`src/rtl/seq_pkg.sv`:
```
// Shared types for the fetch-sequencing unit.
//   seq_cmd_t   : sequencing command carried on cmd
//   cond_t      : BR_COND condition code carried on cond
//   flag_t      : one registered comparison flag slot {eq, lt}
//   seq_state_t : RUN / HALTED
//   cond_true() : evaluates a condition code against a flag slot
package seq_pkg;

  typedef enum logic [2:0] {
    SEQ     = 3'd0,
    BR      = 3'd1,
    BR_COND = 3'd2,
    CALL    = 3'd3,
    RET     = 3'd4,
    HALT    = 3'd5
  } seq_cmd_t;

  typedef enum logic [1:0] {
    EQ = 2'd0,
    NE = 2'd1,
    LT = 2'd2,
    GE = 2'd3
  } cond_t;

  typedef struct packed {
    logic eq;
    logic lt;
  } flag_t;

  typedef enum logic {
    ST_RUN    = 1'b0,
    ST_HALTED = 1'b1
  } seq_state_t;

  function automatic logic cond_true(input cond_t c, input flag_t f);
    logic r;
    case (c)
      EQ:      r = f.eq;
      NE:      r = !f.eq;
      LT:      r = f.lt;
      default: r = !f.lt;
    endcase
    return r;
  endfunction

endpackage

```
`src/rtl/pc_seq_unit_if.sv`:
```
// Bus between the Control decoder (master) and pc_seq_unit (slave).
//   master drives : stall, cmd, cond, flag_sel, flag_we, equal, less, idx
//   slave drives  : prog_ctr, halted, stk_ovf, stk_udf, stk_cnt
interface pc_seq_unit_if #(
  parameter int unsigned D     = 10,
  parameter int unsigned NFLAG = 4,
  parameter int unsigned DEPTH = 4,
  parameter int unsigned LUTW  = 5
) ();
  localparam int unsigned FW = $clog2(NFLAG);
  localparam int unsigned CW = $clog2(DEPTH + 1);

  logic            stall;
  logic [2:0]      cmd;
  logic [1:0]      cond;
  logic [FW-1:0]   flag_sel;
  logic            flag_we;
  logic            equal;
  logic            less;
  logic [LUTW-1:0] idx;
  logic [D-1:0]    prog_ctr;
  logic            halted;
  logic            stk_ovf;
  logic            stk_udf;
  logic [CW-1:0]   stk_cnt;

  modport master (
    output stall, cmd, cond, flag_sel, flag_we, equal, less, idx,
    input  prog_ctr, halted, stk_ovf, stk_udf, stk_cnt
  );

  modport slave (
    input  stall, cmd, cond, flag_sel, flag_we, equal, less, idx,
    output prog_ctr, halted, stk_ovf, stk_udf, stk_cnt
  );
endinterface

```
`src/rtl/pc_target_lut.sv`:
```
// Constant branch/call target table, read combinationally.
//   idx    : table index (instruction immediate)
//   target : D-bit destination PC; unlisted entries return 0
module pc_target_lut #(
  parameter int unsigned D    = 10,
  parameter int unsigned LUTW = 5
) (
  input  logic [LUTW-1:0] idx,
  output logic [D-1:0]    target
);

  always_comb begin
    target = '0;
    case (idx)
      LUTW'(1): target = D'(32'h010);
      LUTW'(2): target = D'(32'h3FF);
      LUTW'(3): target = D'(32'h040);
      LUTW'(4): target = D'(32'h100);
      LUTW'(5): target = D'(32'h120);
      LUTW'(6): target = D'(32'h140);
      LUTW'(7): target = D'(32'h160);
      LUTW'(8): target = D'(32'h180);
      default:  target = '0;
    endcase
  end

endmodule

```
`src/rtl/pc_seq_unit.sv`:
```
// Fetch-sequencing unit: program counter, registered comparison flags,
// target LUT and a bounded call/return stack.
//   clk   : rising-edge clock
//   reset : asynchronous, active-low
//   bus   : pc_seq_unit_if.slave (command inputs, PC / status outputs)
// All outputs are registered; a command takes effect on the next edge.
module pc_seq_unit
  import seq_pkg::*;
#(
  parameter int unsigned D     = 10,
  parameter int unsigned NFLAG = 4,
  parameter int unsigned DEPTH = 4,
  parameter int unsigned LUTW  = 5
) (
  input  logic          clk,
  input  logic          reset,
  pc_seq_unit_if.slave  bus
);

  localparam int unsigned CW = $clog2(DEPTH + 1);

  seq_state_t    state_q, state_d;
  logic [D-1:0]  pc_q, pc_d;
  flag_t         flags_q [NFLAG];
  flag_t         flags_d [NFLAG];
  logic [D-1:0]  stk_q [DEPTH];
  logic [D-1:0]  stk_d [DEPTH];
  logic [CW-1:0] cnt_q, cnt_d;
  logic          ovf_q, ovf_d;
  logic          udf_q, udf_d;

  logic [D-1:0]  pc_inc;
  logic [D-1:0]  target;
  logic [D-1:0]  stk_top;
  flag_t         cur_flag;
  seq_cmd_t      cmd_e;
  cond_t         cond_e;

  pc_target_lut #(.D(D), .LUTW(LUTW)) u_lut (
    .idx    (bus.idx),
    .target (target)
  );

  assign cmd_e  = seq_cmd_t'(bus.cmd);
  assign cond_e = cond_t'(bus.cond);
  assign pc_inc = pc_q + D'(1);

  always_comb begin
    cur_flag = flags_q[bus.flag_sel];
    stk_top  = '0;
    // Loop-compare rather than direct indexing: cnt is one bit wider than
    // the stack index, so this keeps the select width-exact.
    for (int unsigned i = 0; i < DEPTH; i++) begin
      if (CW'(i) == cnt_q - CW'(1)) stk_top = stk_q[i];
    end
  end

  always_comb begin
    state_d = state_q;
    pc_d    = pc_q;
    flags_d = flags_q;
    stk_d   = stk_q;
    cnt_d   = cnt_q;
    ovf_d   = ovf_q;
    udf_d   = udf_q;

    if (!bus.stall && state_q == ST_RUN) begin
      // Flag write lands on the edge; BR_COND below still sees flags_q.
      if (bus.flag_we) flags_d[bus.flag_sel] = '{eq: bus.equal, lt: bus.less};

      case (cmd_e)
        BR:      pc_d = target;
        BR_COND: pc_d = cond_true(cond_e, cur_flag) ? target : pc_inc;
        CALL: begin
          if (cnt_q == CW'(DEPTH)) begin
            pc_d  = pc_inc;
            ovf_d = 1'b1;
          end else begin
            for (int unsigned i = 0; i < DEPTH; i++) begin
              if (CW'(i) == cnt_q) stk_d[i] = pc_inc;
            end
            cnt_d = cnt_q + CW'(1);
            pc_d  = target;
          end
        end
        RET: begin
          if (cnt_q == '0) begin
            pc_d  = pc_inc;
            udf_d = 1'b1;
          end else begin
            pc_d  = stk_top;
            cnt_d = cnt_q - CW'(1);
          end
        end
        HALT:    state_d = ST_HALTED;
        default: pc_d = pc_inc;
      endcase
    end
  end

  always_ff @(posedge clk or negedge reset) begin
    if (!reset) begin
      state_q <= ST_RUN;
      pc_q    <= '0;
      cnt_q   <= '0;
      ovf_q   <= 1'b0;
      udf_q   <= 1'b0;
      for (int unsigned i = 0; i < NFLAG; i++) flags_q[i] <= '0;
      for (int unsigned i = 0; i < DEPTH; i++) stk_q[i] <= '0;
    end else begin
      state_q <= state_d;
      pc_q    <= pc_d;
      cnt_q   <= cnt_d;
      ovf_q   <= ovf_d;
      udf_q   <= udf_d;
      flags_q <= flags_d;
      stk_q   <= stk_d;
    end
  end

  assign bus.prog_ctr = pc_q;
  assign bus.halted   = (state_q == ST_HALTED);
  assign bus.stk_ovf  = ovf_q;
  assign bus.stk_udf  = udf_q;
  assign bus.stk_cnt  = cnt_q;

endmodule

```
`src/flat_wrapper.sv`:
```
// flat-port wrapper written by rule: the top's interface ports become plain ports
module pc_seq_unit_flat import seq_pkg::*;
#(
  parameter int unsigned D     = 10,
  parameter int unsigned NFLAG = 4,
  parameter int unsigned DEPTH = 4,
  parameter int unsigned LUTW  = 5
)
  (clk, reset, bus_stall, bus_cmd, bus_cond, bus_flag_sel, bus_flag_we, bus_equal, bus_less, bus_idx, bus_prog_ctr, bus_halted, bus_stk_ovf, bus_stk_udf, bus_stk_cnt);
  pc_seq_unit_if #(.D(D), .NFLAG(NFLAG), .DEPTH(DEPTH), .LUTW(LUTW)) bus_i ();
  input  logic clk;
  input  logic reset;
  input wire logic [$bits(bus_i.stall)-1:0] bus_stall;
  input wire logic [$bits(bus_i.cmd)-1:0] bus_cmd;
  input wire logic [$bits(bus_i.cond)-1:0] bus_cond;
  input wire logic [$bits(bus_i.flag_sel)-1:0] bus_flag_sel;
  input wire logic [$bits(bus_i.flag_we)-1:0] bus_flag_we;
  input wire logic [$bits(bus_i.equal)-1:0] bus_equal;
  input wire logic [$bits(bus_i.less)-1:0] bus_less;
  input wire logic [$bits(bus_i.idx)-1:0] bus_idx;
  output wire logic [$bits(bus_i.prog_ctr)-1:0] bus_prog_ctr;
  output wire logic [$bits(bus_i.halted)-1:0] bus_halted;
  output wire logic [$bits(bus_i.stk_ovf)-1:0] bus_stk_ovf;
  output wire logic [$bits(bus_i.stk_udf)-1:0] bus_stk_udf;
  output wire logic [$bits(bus_i.stk_cnt)-1:0] bus_stk_cnt;
  assign bus_i.stall = bus_stall;
  assign bus_i.cmd = bus_cmd;
  assign bus_i.cond = bus_cond;
  assign bus_i.flag_sel = bus_flag_sel;
  assign bus_i.flag_we = bus_flag_we;
  assign bus_i.equal = bus_equal;
  assign bus_i.less = bus_less;
  assign bus_i.idx = bus_idx;
  assign bus_prog_ctr = bus_i.prog_ctr;
  assign bus_halted = bus_i.halted;
  assign bus_stk_ovf = bus_i.stk_ovf;
  assign bus_stk_udf = bus_i.stk_udf;
  assign bus_stk_cnt = bus_i.stk_cnt;
  pc_seq_unit #(.D(D), .NFLAG(NFLAG), .DEPTH(DEPTH), .LUTW(LUTW)) u_core (.clk(clk), .reset(reset), .bus(bus_i));
endmodule
```
`config.mk`:
```
export PLATFORM = sky130hd
export DESIGN_NAME = pc_seq_unit_flat
export DESIGN_NICKNAME = d
export VERILOG_FILES = /design/src/rtl/seq_pkg.sv /design/src/rtl/pc_seq_unit_if.sv /design/src/rtl/pc_target_lut.sv /design/src/rtl/pc_seq_unit.sv /design/src/flat_wrapper.sv
export SDC_FILE = /design/constraint.sdc
export NUM_CORES = 1
export LEC_CHECK = 0
export CELL_PAD_IN_SITES_DETAIL_PLACEMENT = 2
export CELL_PAD_IN_SITES_GLOBAL_PLACEMENT = 2
export CORE_UTILIZATION = 32
export CTS_CLUSTER_DIAMETER = 40
export DETAILED_ROUTE_END_ITERATION = 10
export PLACE_DENSITY = 0.75
export SLEW_MARGIN = 20
export SYNTH_ARGS = -nofsm -noshare
export SYNTH_HDL_FRONTEND = slang
export SYNTH_SLANG_ARGS = --single-unit
```
`constraint.sdc`:
```
create_clock -name clk -period 2.1 [get_ports clk]
set_input_delay 0.42 -clock clk [delete_from_list [all_inputs] [get_ports clk]]
set_output_delay 0.42 -clock clk [all_outputs]
set_load 0.005 [all_outputs]
```
# [Yosys cells after proc, flatten, opt, wreduce, memory -nomap -nowiden]
# Memory sizes are Yosys's and may differ from the RTL's.
# Index checks and enable logic that the tools add are counted.
[totals] mem_count=1 inputBits=18 out_inout_bits=16 elab_cells=83 reg_bits=64 rom_bits=160
[mem_list] name="(name not given)" words=16 word_bits=10 rd=1 rd_clocked_by_memory_dff=0 write_ports=0 line_no="pc_target_lut.sv:14" source="case (idx)"
[op_classes] order_cmp=2 n_addsub=3 eq_ne=16 bitwise=4 n_reduce_logical=19 muxes=21
[ops] operator="10-bit 2-to-1 mux" n=8
[ops] operator="10-bit one-hot mux with 5 select lines" n=1
[ops] operator="4-bit AND reduction" n=5
[ops] operator="2-bit by 3-bit equality test with 1-bit output, first input constant" n=4
[ops] operator="10-bit by 1-bit adder with 10-bit output, second input constant" n=1
[ops] operator="3-bit equality test, second input constant" n=3
[ops] operator="8-bit bitwise mux" n=1
[ops] operator="1-bit by 3-bit equality test with 1-bit output, first input constant" n=2
[ops] operator="3-bit by 2-bit equality test with 1-bit output, second input constant" n=2
[ops] operator="3-bit logical NOT" n=2
[ops] operator="2-bit 2-to-1 mux" n=3
[ops] operator="3-bit 2-to-1 mux" n=2
[ops] operator="3-bit one-hot mux with 2 select lines" n=1
[ops] operator="2-bit AND reduction" n=3
[ops] operator="3-bit AND reduction" n=2
[ops] operator="2-bit binary-select mux with 2-bit select" n=1
[ops] operator="2-bit demux with 2-bit select" n=1
[ops] operator="2-bit != test, second input constant" n=2
[ops] operator="3-bit by 1-bit adder with 3-bit output, second input constant" n=1
[ops] operator="3-bit by 1-bit equality test with 1-bit output, second input constant" n=1
[ops] operator="3-bit greater-or-equal comparator, second input constant" n=1
[ops] operator="1-bit logical NOT" n=3
[ops] operator="3-bit by 1-bit less-than comparator with 1-bit output, second input constant" n=1
[ops] operator="1-bit NOT" n=3
[ops] operator="9 further kinds" n=11

# [Longest topological paths before layout]
# Gate-level depths: netlist (run 1).
[logic_depth] depth_word=10 depth_mapped=9 depth_no_buf=8

# [Cells and area by module]
# Synthesis (run 1) repeated with hierarchy kept, for this count alone.
[hier_totals] hier_cells=388 area_unflattened_um2=3672.3
[modules_own_cells] module="pc_seq_unit" cells_each=369 area_each_um2=3527.1 seq_area_each_um2=1601.5 n_inst=1
[modules_own_cells] module="pc_target_lut" cells_each=19 area_each_um2=145.1 seq_area_each_um2=0.0 n_inst=1

# [Worst setup path before layout (run 1)]
# No wires, ideal clock.
[synth_timing] kind="in2reg" start="in bus_flag_sel[1]" end="reg u_core.pc_q[6], in the netlist u_core.bus.prog_ctr[6]" path_buffers=1 arrival_time_ns=2.151 t_required_ns=2.018 slack_ns=-0.133 setup_time_ns=0.082 path_stages=6 path_cell_list="buf_6 -> mux2_1 -> mux4_2 -> mux2_4 -> or3_1 -> a31oi_1"
[synth_via] elab_chain_cells=10 elab_cells_between_ends=11 cone_classes="mux (8); bitwise (1); reduce/logical (2)"
[synth_rtl] item="from (decl)" line_no="flat_wrapper.sv:16" source="input wire logic [$bits(bus_i.flag_sel)-1:0] bus_flag_sel;"
[synth_rtl] item="2-bit NOT with 3-bit output (implied by the code) (*)" line_no="pc_seq_unit.sv:49" source="cur_flag = flags_q[bus.flag_sel];"
[synth_rtl] item="2-bit binary-select mux with 2-bit select (*)" line_no="pc_seq_unit.sv:49"
[synth_rtl] item="2-bit 2-to-1 mux (implied by the code) (*) (2 in series)" line_no="pc_seq_unit.sv:49"
[synth_rtl] item="1-bit logical NOT (on tied branches)" line_no="seq_pkg.sv:41, seq_pkg.sv:39"
[synth_rtl] item="1-bit one-hot mux with 3 select lines (*)" line_no="seq_pkg.sv:37" source="case (c)"
[synth_rtl] item="1-bit 2-to-1 mux (*)" line_no="pc_seq_unit.sv:71" source="case (cmd_e)"
[synth_rtl] item="1-bit 2-to-1 mux (*)" line_no="pc_seq_unit.sv:67" source="if (!bus.stall && state_q == ST_RUN) begin"
[synth_rtl] item="10-bit 2-to-1 mux (*)" line_no="pc_seq_unit.sv:73" source="BR_COND: pc_d = cond_true(cond_e, cur_flag) ? target : pc_inc;"
[synth_rtl] item="10-bit one-hot mux with 5 select lines (*)" line_no="pc_seq_unit.sv:71"
[synth_rtl] item="to (signal assigned)" line_no="pc_seq_unit.sv:112" source="pc_q <= pc_d;"
[synth_rtl] item="to (decl)" line_no="pc_seq_unit.sv:23" source="logic [D-1:0] pc_q, pc_d;"
# Mark *: on every way between the ends. The rest lies on a longest branch, timed or not. The select of a mux whose other input is x is not followed.
# A chain may end at the register's enable or synchronous reset.

# [Worst setup path after layout (run 1)]
[layout_timing] start="reg u_core.flags_q[4] in the netlist's numbering" end="reg u_core.pc_q[2], in the netlist u_core.bus.prog_ctr[2]"
[layout_via] elab_chain_cells=9
[layout_rtl] item="from (decl)" line_no="pc_seq_unit.sv:24" source="flag_t flags_q [NFLAG];"
[layout_rtl] item="from (signal assigned)" line_no="pc_seq_unit.sv:116" source="flags_q <= flags_d;"
[layout_rtl] item="2-bit binary-select mux with 2-bit select (*)" line_no="pc_seq_unit.sv:49"
[layout_rtl] item="2-bit 2-to-1 mux (implied by the code) (*) (2 in series)" line_no="pc_seq_unit.sv:49"
[layout_rtl] item="1-bit logical NOT" line_no="seq_pkg.sv:41" source="default: r = !f.lt;"
[layout_rtl] item="1-bit one-hot mux with 3 select lines (*)" line_no="seq_pkg.sv:37"
[layout_rtl] item="1-bit 2-to-1 mux (*)" line_no="pc_seq_unit.sv:71"
[layout_rtl] item="1-bit 2-to-1 mux (*)" line_no="pc_seq_unit.sv:67"
[layout_rtl] item="10-bit 2-to-1 mux (*)" line_no="pc_seq_unit.sv:73"
[layout_rtl] item="10-bit one-hot mux with 5 select lines (*)" line_no="pc_seq_unit.sv:71"
# Marks and branches as above.

==> results of run 1 <==
timing repair:
item	4_1_cts	5_1_grt
resized for setup	23	17
hold buffers	0	0
pin swaps	8	10
endpoints found under the setup margin	10	10
setup buffers	2	5
endpoints found under the hold margin	0	0
cell usage in the layout (no fill, tap or decap), drive strengths merged, types with 4 or more instances in the layout:
master,count
nand2,73
buf,68
dfrtp,64
o21ai,51
clkdlybuf4s50,31
nor2,27
a21oi,20
mux2,18
clkbuf,13
nand3,12
inv,11
ha,11
nor3,10
xnor2,8
xor2,7
nand3b,5
a222oi,4
nand2b,4
per-layer routing:
layer,track usage,up-vias,share of wire
met4,0.08135,0,0.036
met3,0.05028,37,0.032
li1,-,1543,-
met1,0.2911,1716,0.43
met2,0.4105,78,0.50
met5,0,-,0
worst reg2reg max path: stages, from the launching register on:
cell	delay, ps
dfrtp_1	400
mux2_4	270
mux4_2	530
mux2i_1	280
a21oi_2	170
a311oi_1	300
o22ai_1	150
metrics by stage:
| stage | cell area [µm²] | hold WS, ps | TNS, ps |
|---|---|---|---|
| after floorplan | 3492 | 124.4 | -494.7 |
| after global placement | 4395 | 452.2 | -9942 |
| after detailed placement | 4395 | 464.6 | -12180 |
| after CTS | 4651 | 74.21 | -17.41 |
| after global routing | 4791 | 92.22 | -1022 |
| final | 4791 | 67.20 | -260.0 |
power by group through the flow:
stage	clock, mW	sequential, mW	combinational (mW)
CTS	0.984	1.68	2.43
finish	0.978	1.69	2.76
global placement	0	1.67	2.13
global route	1.05	1.72	2.95
floorplan	0	1.65	1.06
detailed placement	0	1.69	2.23
worst paths after layout:
check                              startpoint  cells past startpoint                endpoint  slack, ps
max                         u_core.flags_q[4]                      6  u_core.bus.prog_ctr[2]       -130
min                                     reset                      2        u_core.stk_q[39]         70
max reg2reg                 u_core.flags_q[4]                      6  u_core.bus.prog_ctr[2]       -130
min reg2reg                u_core.bus.stk_ovf                      1      u_core.bus.stk_ovf        480
max in group asynchronous               reset                      2  u_core.bus.prog_ctr[8]       1730
min in group clk           u_core.bus.stk_ovf                      1      u_core.bus.stk_ovf        480
state kept, by name, summed over array words and instances (netlist names):
signal,flops
u_core.bus.halted,1
u_core.bus.prog_ctr,10
u_core.bus.stk_cnt,3
u_core.bus.stk_ovf,1
u_core.bus.stk_udf,1
u_core.flags_q,8
u_core.stk_q,40
cell families after synthesis:
group           after synthesis  share of synthesized area
fa+ha+maj                    11                    0.03954
simple gates                146                     0.1862
mux                          22                    0.07548
compound gates              100                     0.1707
buf+inv                      26                    0.03019
flops                        64                     0.4601
xor+xnor                     15                    0.03774
cell type report:
class                   instances  area (µm²)
flip-flops and latches         64        1602
fillers                      1106        5625
inverters                      11       41.29
clock inverters                 3       17.52
clock buffers                  13       148.9
repair buffers                 99       877.1
well taps                     136       170.2
multi-input cells             294        1934
==> impl_results.md, run 1 <==
* Post-layout nets at 508
* Synth top area cells: dfrtp_1, nand2_1, o21ai_0
* Static Leak at 2.069 nW
* Commonest cells in the netlist: nand2_1, dfrtp_1, o21ai_0
* Share of layout cells above drive strength 1 at 0.2562
* Syn_nets at 413
* Diode count at 0
* Worst setup slack after layout at -127.3 ps
* Critical Path AT at 2450 ps
* Pint at 3.267 mW
* Max Root-Sink Buffers at 2
* Root buf cell: clkbuf_8
* CTS clk-pin slew, worst paths at 70 ps
* Critical-path cell list: mux2_4, mux4_2, mux2i_1, a21oi_2, a311oi_1, o22ai_1
* Crit-path slowest cell: mux4_2
* Overflow after GRT at 0
* Fin. Hold Viols at 0
* Mapped Cells at 384
* Avg Synthesized Cell Area at 9.065 µm²
* Clk Latency, worst-skew pair at 370 ps
* Clock sink total at 64
* RSZ-0062 raised after global routing: true
* Via density at 5.442
* Drt total wl at 13.04 mm
* Max-Cap Viols at 0
* TritonCTS clock tree: built
* Ports at 34
* Initial antenna violation count at 0
* Unique masters post-synth at 43
* Crit share post-route at 1.061
* Crit path capture type: flop
* Die Y at 106.3 µm
* Residual DRC at 0
* Row cnt at 37
* Final setup vio count at 7
* Crit Path Max Fanout at 5
* Maximum number of pins on one net before global-route repair at 65
* DR WL/cell at 21.03 µm
* Critical path's top delay family: multiplexers
* DRT Pass-1 Iters at 4
* Hold WC Path Type: in -> async
* Violated checks: negative setup slack
* Yosys top cell area share at 0.4601
* Area Growth Syn to Fin at 37.63%
* P per Cell Area at 1132 nW/µm²
* Dpl ws at -852.0 ps
* Startpoint Class: flop
* Most numerous cell in the Yosys netlist: nand2_1
* Logic gate share of total power at 0.508
* Num CTS Buffers at 9
* Die X at 106.3 µm
* Worst Skew at 21.73 ps
* Crit-path max cell delay at 530 ps
* Worst rel slew slack at 0.6807
* Final std cells w/o fill at 620
* Vias in the first global route at 3,732
* Post-Route Utilization at 0.4599
* Psw at 2.155 mW
* Vias at 3,374
* Setup CP Type: reg -> reg
* Data required time of the worst path at 2320 ps
* #FFs+latches synth at 64
* EDFF count, synth at 0
* Placed cell count at 598
* Max-slew violation count at 0
* Synth async-reset ratio at 1.000
* Worst-margin pin slew at 478.0 ps
* Status: finished, violations left
* Largest area contributor in the synthesized netlist: dfrtp_1
* GPL Wtd Cong at 0.8109
* Sw Share at 0.3975
* Seq pwr share at 0.311
* Iter 0 DRT Violations at 122
* Initial core utilization at 0.3342
* Final Critical Period at 2227 ps
* Synth warn at 0
* Antenna Nets Post-Route at 0
* First-pass GRT wire length at 20.26 mm
* Fmax achieved at 0.4490 GHz
* VDD IR-drop max at 0.4415 mV
* Total GRT Usage at 0.2373
* Main flop type after synthesis: dfrtp_1
* Die ar. at 11,300 µm²
* CTS H-tree depth at 3
* CP bufs+invs at 0
* Cell Area, Synth at 3481 µm²
* Post-DP HPWL at 8.988 mm
* Pwr Total at 5.422 mW
* Port Buffer Count at 33
* Clock Power Share at 0.180
* Fraction of the yosys area taken by sequential cells at 0.4601
* Total core area at 10,420 µm²
No activity file was read; power rests on OpenSTA's default activity.
==> run 2: changes to the inputs <==
- TNS_END_PERCENT: default -> 1
- clock period: 2.1 -> 1.88 ns (I/O delays scaled with it)
==> run 2 against run 1 <==
The flow finishes with violations (negative hold slack, negative setup slack). Sequential power rose by 9%. Worst setup slack worse by 220 ps. Sequential cell count did not move.
==> impl_results.md, run 2 (same netlist as run 1, synthesis figures left out) <==
* Clock Power Share at 0.231
* Worst r2r dst: u_core.bus.prog_ctr[0]
* Antenna Nets Post-Route at 0
* Ports at 34
* Reg2reg path depth at 6
* RSZ-0062 raised after global routing: true
* Port Buffer Count at 33
* Status: finished, violations left
* End point of the critical path: u_core.bus.prog_ctr[0]
* Crit share post-route at 1.187
* Commonest cells after routing, fill and taps aside: nand2_1, buf_4, dfrtp_1
* Highest metal used: met4
* Clk Latency, worst-skew pair at 370 ps
* Root buf cell: clkbuf_8
* Initial core utilization at 0.3342
* Violated checks: negative hold slack, negative setup slack
* DRT met1 WL at 5.913 mm
* Diode count at 0
* Final setup vio count at 11
* Overflow after GRT at 0
* Pint at 3.912 mW
* P per Cell Area at 1309 nW/µm²
* Reg2Reg Setup Slack at -350 ps
* Row cnt at 37
* VDD IR-drop max at 0.5617 mV
* RR Startpoint: u_core.flags_q[7]
* Dpl cell area at 4454 µm²
* CTS clk-pin slew, worst paths at 80 ps
* Psw at 2.511 mW
* GPL Wtd Cong at 0.7693
* Data required time of the worst path at 2160 ps
* DR WL/cell at 22.41 µm
* Post-CTS Hold Buffers at 0
* Max-slew violation count at 0
* Critical Path AT at 2510 ps
* Final hold slack at -6.178 ps
* Setup CP Type: reg -> reg
* Total GRT Usage at 0.2406
* Share of layout cells above drive strength 1 at 0.2802
* Crit path from: u_core.flags_q[7]
* CTS H-tree depth at 3
* Fmax achieved at 0.4483 GHz
* Post-layout nets at 513
* Metal3 WL at 439 µm
* Max Root-Sink Buffers at 2
* Die X at 106.3 µm
* Vias at 3,432
* Fin. Hold Viols at 2
* Die ar. at 11,300 µm²
* Area Growth Syn to Fin at 40.98%
* Max-Cap Viols at 0
* Final instance area at 4907 µm²
* Via density at 5.491
* Maximum number of pins on one net before global-route repair at 65
* Setup_tns at -2859 ps
* Iter 0 DRT Violations at 116
* Num CTS Buffers at 9
* Residual DRC at 0
* Final Critical Period at 2231 ps
* Crit Path Max Fanout at 5
* Total core area at 10,420 µm²
* Worst setup slack after layout at -350.9 ps
* Met2 routed WL at 7.203 mm
* Drt total wl at 14.01 mm
* Post-DP HPWL at 9.354 mm
* Static Leak at 2.134 nW
* Worst rel slew slack at 0.6460
* Largest register FFs at 40
* Logic gate share of total power at 0.481
* Vias in the first global route at 3,769
* Worst Skew at 13.33 ps
* DRT Pass-1 Iters at 4
* Clock sink total at 64
* Startpoint Class: flop
* Pwr Total at 6.423 mW
* Worst-margin pin slew at 529.8 ps
* Most flop-heavy register: u_core.stk_q
* First-pass GRT wire length at 20.52 mm
* Initial antenna violation count at 0
* TritonCTS clock tree: built
* Sw Share at 0.3909
* Seq pwr share at 0.289
* Die Y at 106.3 µm
* Crit path capture type: flop
* Hold WC Path Type: in -> async
run 2: how the worst min path moves through the flow:
stage                     startpoint                     to  slack [ps]  cells past startpoint
after global placement         reset       u_core.stk_q[39]         420                      2
after CTS                      reset  u_core.bus.stk_cnt[1]          30                      2
after detailed placement       reset       u_core.stk_q[39]         430                      2
after global routing           reset  u_core.bus.stk_cnt[2]          40                      2
final                          reset       u_core.stk_q[29]          -6                      2
after floorplan                reset      u_core.bus.halted          80                      0
run 2: power by group through the flow:
stage | clock, mW | sequential [mW] | combinational (mW)
final | 1.48 | 1.85 | 3.09
after global placement | 0 | 1.83 | 2.52
after detailed placement | 0 | 1.85 | 2.65
after CTS | 1.49 | 1.83 | 2.77
after floorplan | 0 | 1.84 | 1.18
after global routing | 1.55 | 1.87 | 3.29
run 2: worst max-delay path, cell delays in order (launching register included):
cell	delay, ps
dfrtp_1	420
mux2_4	280
mux4_2	530
mux2_4	380
nor2_4	180
a221oi_1	120
a21oi_1	220
run 2: through the flow:
| stage | util | hold WS, ps | cells | setup WS [ps] |
|---|---|---|---|---|
| final | 0.4711 | -6.178 | 625 | -350.9 |
| after floorplan | - | 80.41 | 384 | -275.3 |
| after global routing | 0.4711 | 41.84 | 625 | -468.1 |
| after detailed placement | 0.4276 | 428.6 | 608 | -1140 |
| after CTS | 0.4566 | 31.48 | 625 | -304.4 |
| after global placement | 0.4276 | 423.7 | 608 | -963.1 |
run 2: layout make-up:
class,count,area [µm²]
Timing Repair Buffer,104,882.1
Clock inverter,6,107.6
Clock buffer,10,127.6
Multi-Input combinational cell,294,1977
Tap cell,136,170.2
Sequential cell,64,1602
Fill cell,1130,5509
Inverter,11,41.29
run 2: timing repair:
| action | CTS | global route |
|---|---|---|
| pin swaps | 7 | 7 |
| buffers inserted | 1 | 0 |
| resized for setup | 21 | 28 |
| endpoints found under the setup margin | 47 | 34 |
| cloned | 0 | 0 |
run 2: metal layers:
metal | global-route usage | vias to the layer above
met1 | 0.2924 | 1759
met5 | 0 | -
met4 | 0.07341 | 0
met2 | 0.4276 | 83
met3 | 0.04598 | 37
li1 | - | 1553
